==> config.mk <==
export PLATFORM = sky130hd
export DESIGN_NAME = clock_divider_bank
export DESIGN_NICKNAME = d
export VERILOG_FILES = /design/src/rtl/clock_divider_bank.sv
export SDC_FILE = /design/constraint.sdc
export NUM_CORES = 1
export LEC_CHECK = 0
export CAP_MARGIN = 30
export CORE_ASPECT_RATIO = 0.9
export CORE_MARGIN = 4
export CORE_UTILIZATION = 63
export DETAILED_ROUTE_END_ITERATION = 8
export GPL_TIMING_DRIVEN = 0
export PLACE_DENSITY = 0.84
export SYNTH_ARGS = -nofsm -noshare
export SYNTH_HDL_FRONTEND = slang
export SYNTH_SLANG_ARGS = --single-unit
==> constraint.sdc <==
create_clock -name clk_i -period 3.3 [get_ports clk_i]
set_input_delay 0.495 -clock clk_i [delete_from_list [all_inputs] [get_ports clk_i]]
set_output_delay 0.495 -clock clk_i [all_outputs]
set_load 0.01 [all_outputs]
==> src/rtl/clock_divider_bank.sv <==
// Bank of runtime-programmable 50% duty clock dividers with per-channel tick pulses.
// Half-period writes land in a shadow register and reach the counter only at a wrap, sync or while disabled.
module clock_divider_bank #(
  parameter int unsigned NUM_CH       = 2,
  parameter int unsigned CNT_W        = 16,
  parameter int unsigned DEFAULT_HALF = 4999,
  parameter int unsigned CH_W         = (NUM_CH > 1) ? $clog2(NUM_CH) : 1
) (
  input  logic              clk_i,
  input  logic              rst_i,
  input  logic [NUM_CH-1:0] en_i,
  input  logic              sync_i,
  input  logic              wr_en_i,
  input  logic [CH_W-1:0]   wr_ch_i,
  input  logic [CNT_W-1:0]  wr_data_i,
  output logic [NUM_CH-1:0] clk_out_o,
  output logic [NUM_CH-1:0] tick_o
);

  logic [CNT_W-1:0]  shadow_q [NUM_CH];
  logic [CNT_W-1:0]  shadow_d [NUM_CH];
  logic [CNT_W-1:0]  active_q [NUM_CH];
  logic [CNT_W-1:0]  active_d [NUM_CH];
  logic [CNT_W-1:0]  count_q  [NUM_CH];
  logic [CNT_W-1:0]  count_d  [NUM_CH];
  logic [NUM_CH-1:0] clk_out_q, clk_out_d;
  logic [NUM_CH-1:0] tick_q, tick_d;

  // Out-of-range channel addresses match no channel and are dropped.
  always_comb begin
    for (int i = 0; i < NUM_CH; i++) begin
      shadow_d[i]  = shadow_q[i];
      active_d[i]  = active_q[i];
      count_d[i]   = count_q[i];
      clk_out_d[i] = clk_out_q[i];
      tick_d[i]    = 1'b0;

      if (wr_en_i && (32'(wr_ch_i) == 32'(i))) begin
        shadow_d[i] = wr_data_i;
      end

      // Every point where active reloads uses the post-write shadow value.
      if (sync_i || !en_i[i]) begin
        count_d[i]   = '0;
        clk_out_d[i] = 1'b0;
        active_d[i]  = shadow_d[i];
      end else if (count_q[i] == active_q[i]) begin
        count_d[i]   = '0;
        clk_out_d[i] = ~clk_out_q[i];
        tick_d[i]    = ~clk_out_q[i];
        active_d[i]  = shadow_d[i];
      end else begin
        count_d[i] = count_q[i] + CNT_W'(1);
      end
    end
  end

  always_ff @(posedge clk_i) begin
    if (rst_i) begin
      for (int i = 0; i < NUM_CH; i++) begin
        shadow_q[i] <= CNT_W'(DEFAULT_HALF);
        active_q[i] <= CNT_W'(DEFAULT_HALF);
        count_q[i]  <= '0;
      end
      clk_out_q <= '0;
      tick_q    <= '0;
    end else begin
      for (int i = 0; i < NUM_CH; i++) begin
        shadow_q[i] <= shadow_d[i];
        active_q[i] <= active_d[i];
        count_q[i]  <= count_d[i];
      end
      clk_out_q <= clk_out_d;
      tick_q    <= tick_d;
    end
  end

  assign clk_out_o = clk_out_q;
  assign tick_o    = tick_q;

endmodule

# Word-level counts from Yosys, hierarchy flattened
# Memory sizes are Yosys's and may differ from the RTL's.
# Cells that the tools add are included.
[word_totals]
register_bits = 4
ramBits = 96
in_bits = 23
output_inout_bits = 4
n_memories = 3
[op_classes]
addsub = 2
eq_ne = 2
n_mux = 19
bitwise = 11
reduce_logical = 10
[memory_table]
columns = ["memory", "depth", "width", "rd", "rd_ports_with_merged_regs", "wr", "line", "text"]
rows = [
  ["active_q", 2, 16, 2, 0, 2, "22", "logic [CNT_W-1:0] active_q [NUM_CH];"],
  ["count_q", 2, 16, 2, 0, 2, "24", "logic [CNT_W-1:0] count_q [NUM_CH];"],
  ["shadow_q", 2, 16, 2, 0, 2, "20", "logic [CNT_W-1:0] shadow_q [NUM_CH];"],
]
[op_table]
columns = ["op", "n"]
rows = [
  ["2-to-1 mux 16 bit", 16],
  ["adder 16 x 1 -> 16 bit (second input constant)", 2],
  ["equality test 16 bit", 2],
  ["OR 1 bit", 6],
  ["OR reduction 3 bit", 2],
  ["inverter 1 bit", 5],
  ["OR reduction 2 bit", 2],
  ["2-to-1 mux 1 bit", 3],
  ["logical AND 1 bit", 2],
  ["logical NOT 1 bit", 2],
  ["logical OR 1 bit", 2],
]

# Depth between registers and ports, before layout
[depth]
word_depth = 6
mapped_depth = 7

# Worst setup path after synthesis
# OpenSTA, ideal clock, no wires.
[synth_timing]
path_kind = "input -> register"
startpoint = "in sync_i"
endpoint = "mem active_q[0][12]"
t_arrival_ns = 1.424
t_required_ns = 3.183
slack_ns = 1.759
path_stages = 5
cell_sequence = "or3b_2 inv_1 nand2_2 buf_4 o2bb2ai_1"
[synth_lines]
columns = ["item", "line", "text"]
rows = [
  ["from (decl)", "12", "input logic sync_i,"],
  ["to (decl)", "22", ""],
]

==> impl_results.md <==
* Outcome: finished clean
* Area grow syn2layout at 14.9%
* Clock skew at 0.0106 ns
* Worst-case clock buffer depth at 2
* Wire per inst at 15.2 um
* RSZ-0062 raised after global routing: false
* Number of synthesized flops with an enable pin at 0
* Max Freq at 0.534 GHz
* Core Area at 6180 um2
* Ys Warns at 0
* Crit path time final at 1.87 ns
* Worst-Skew Late Latency at 0.37 ns
* Crit Path Class: in2reg
* Fin. Hold Viols at 0
* First-pass GRT wire length at 14500 um
* Die Area at 7800 um2
* Cell-internal power at 1840 uW
* Min-delay worst type: reg2reg
* Place WS at 1.09 ns
* Core Util, Final at 75.5%
* Sw frac at 22.2%
* Hold-fix buffers at CTS at 0
* Final instance area at 4670 um2
* DR vias at 3036
* Ys async rst share at 0%
* Syn_area_per_cell at 9.47 um2
* Post_cts resized at 0
* Root buf cell: clkbuf_8
* Max_slew headroom at 68.0%
* Number of distinct library cells after synthesis at 32
* Detail Route Antenna Nets at 0
* Critical Path End: active_q[0][20]
* Reg2reg start: count_q[0][9]
* DIE WIDTH at 92.7 um
* Dpl hpwl at 6240 um
* Switch Pwr at 527 uW
* Initial Util at 65.7%
* Post-Synthesis Cell Area at 4060 um2
* Clk sinks at 100
* Initial DRC Count at 224
* Drt drc at 0
* Drt total wl at 8490 um
* Instance area at placement at 4430 um2
* Share of cells above drive strength 1 at 9.34%
* CTS tree: yes
* Filler Cell Count at 442
* Post-DR vias/cell at 5.44
* Antenna Cells at 0
* Startpoint Class: input port
* Finish-stage setup viols at 0
* CTS Buf Count at 9
* Critical R2R Capture: count_q[0][5]
* Io pins at 27
* Most frequent cells in the layout: dfxtp_1 (100), nand2_1 (72), xor2_1 (45), nor2_1 (39), clkdlybuf4s50_1 (26)
* Congestion Overflow GR at 0
* Syn Nets at 454
* Register-to-Register Path Depth at 6
* Total setup buffers inserted after CTS at 0
* Static leakage at 0.00195 uW
* CTS clk-pin slew, worst paths at 0.09 ns
* Detailed Routing Iterations Pass 1 at 4
* Actual slew at the worst max-slew pin at 0.479 ns
* Critical path startpoint: rst_i
* Worst Path Required at 3.61 ns
* Final Max Tran Viols at 0
* Gp weighted congestion at 0.840
* Layout Nets at 491
* Register area share after synthesis at 49.3%
* Crit path arrival time at 2.18 ns
* Setup TNS at 0 ns
* Critical path fanouts, max at 9
* Commonest non-fill, non-tap cell in the layout: dfxtp_1
* FP Rows at 27
* Setup slack after layout at 1.43 ns
* Comb power frac at 8.1%
* Cells after Synth at 429
* Sequential power share at 54.5%
* Clock group share of total power at 37.3%
* Die height at 84.2 um
* Port Buffers at 26
* Worst Setup End Kind: flop
* FF+latch count, synth at 100
* Share of the cycle needed by the critical path after routing at 56.7%
* Largest net degree at the start of global routing at 16
* Initial antenna violation count at 0
* H-tree levels at 3
* Vias in the first global route at 3037
* Max Cap Viol at 0
* FF-to-FF setup slack at 1.48 ns
* Worst-case vdd ir drop at 0.367 mV
* Global-route usage over all layers at 23.5%
* Ys flop type: dfxtp_1
* Pwr/cell area at 507 nW/um2
registers in the layout, indices dropped and copies added (netlist names):
signal / flops
shadow_q: 32
count_q: 32
clk_out_o: 2
active_q: 32
tick_o: 2
per-layer routing:
layer	wire length (um)	track usage, %
met3	467	7.17
met1	4020	31.7
met2	3890	36.8
met4	113	6.13
met5	0	0
Yosys cell counts, types with 4 or more instances:
cell type,n,area share [%]
and3_1,7,1.1
xor2_1,45,9.7
nand4_1,5,0.77
nand3_1,12,1.5
xnor2_1,17,3.7
clkbuf_1,7,0.65
buf_2,5,0.62
nor3_1,5,0.62
nand3b_1,14,2.6
o22a_1,18,3.9
nor2_1,39,3.6
a21oi_1,18,2.2
inv_1,17,1.6
nand2_1,72,6.7
o2bb2ai_1,14,3.0
and4_1,4,0.86
dfxtp_1,100,49
nor4_2,8,2.5
power by group through the flow:
stage / clock (uW) / sequential, uW / combinational [uW]
2_1_floorplan: 0 / 1310 / 128
3_3_place_gp: 0 / 1320 / 182
3_5_place_dp: 0 / 1320 / 189
4_1_cts: 899 / 1290 / 193
5_1_grt: 954 / 1300 / 214
6_report: 884 / 1290 / 193
worst max-delay path, stage by stage:
cell	delay, ns
clkdlybuf4s50_1	0.54
or3b_2	0.55
nor2_2	0.37
o22a_1	0.22
logic make-up after synthesis:
| logic type | share of synthesized area, % |
|---|---|
| AND/OR/NAND/NOR | 23.4 |
| flip-flops | 49.3 |
| XOR/XNOR | 13.4 |
| AO/OA/AOI/OAI | 9.11 |
| buffers and inverters | 4.25 |
| adder cells (fa/ha/maj) | 0.616 |
cell type report:
cell class,count,area (um2),area share [%]
sequential,100,2000,42.9
multi-input combinational,294,1890,40.5
timing repair buffer,26,260,5.57
clock buffer,13,169,3.62
buffer,18,109,2.33
tap,87,109,2.33
clock inverter,3,67.6,1.45
inverter,17,63.8,1.37
how the worst min path moves through the flow:
stage,end,slack (ns),cells past startpoint,startpoint
after detailed placement,shadow_q[0][27],0.46,2,shadow_q[0][27]
after global placement,count_q[0][16],0.45,1,count_q[0][16]
after global routing,shadow_q[0][27],0.49,2,shadow_q[0][27]
final,shadow_q[0][19],0.47,2,shadow_q[0][19]
after floorplan,count_q[0][16],0.44,1,count_q[0][16]
after CTS,shadow_q[0][13],0.47,2,shadow_q[0][13]
stage by stage:
stage	instances	total power, uW	hold slack [ns]
floorplan	429	1440	0.436
global placement	542	1500	0.450
detailed placement	542	1510	0.457
CTS	558	2380	0.472
global route	558	2470	0.487
finish	558	2370	0.470
Note: power is estimated with default switching activity, not from simulation.
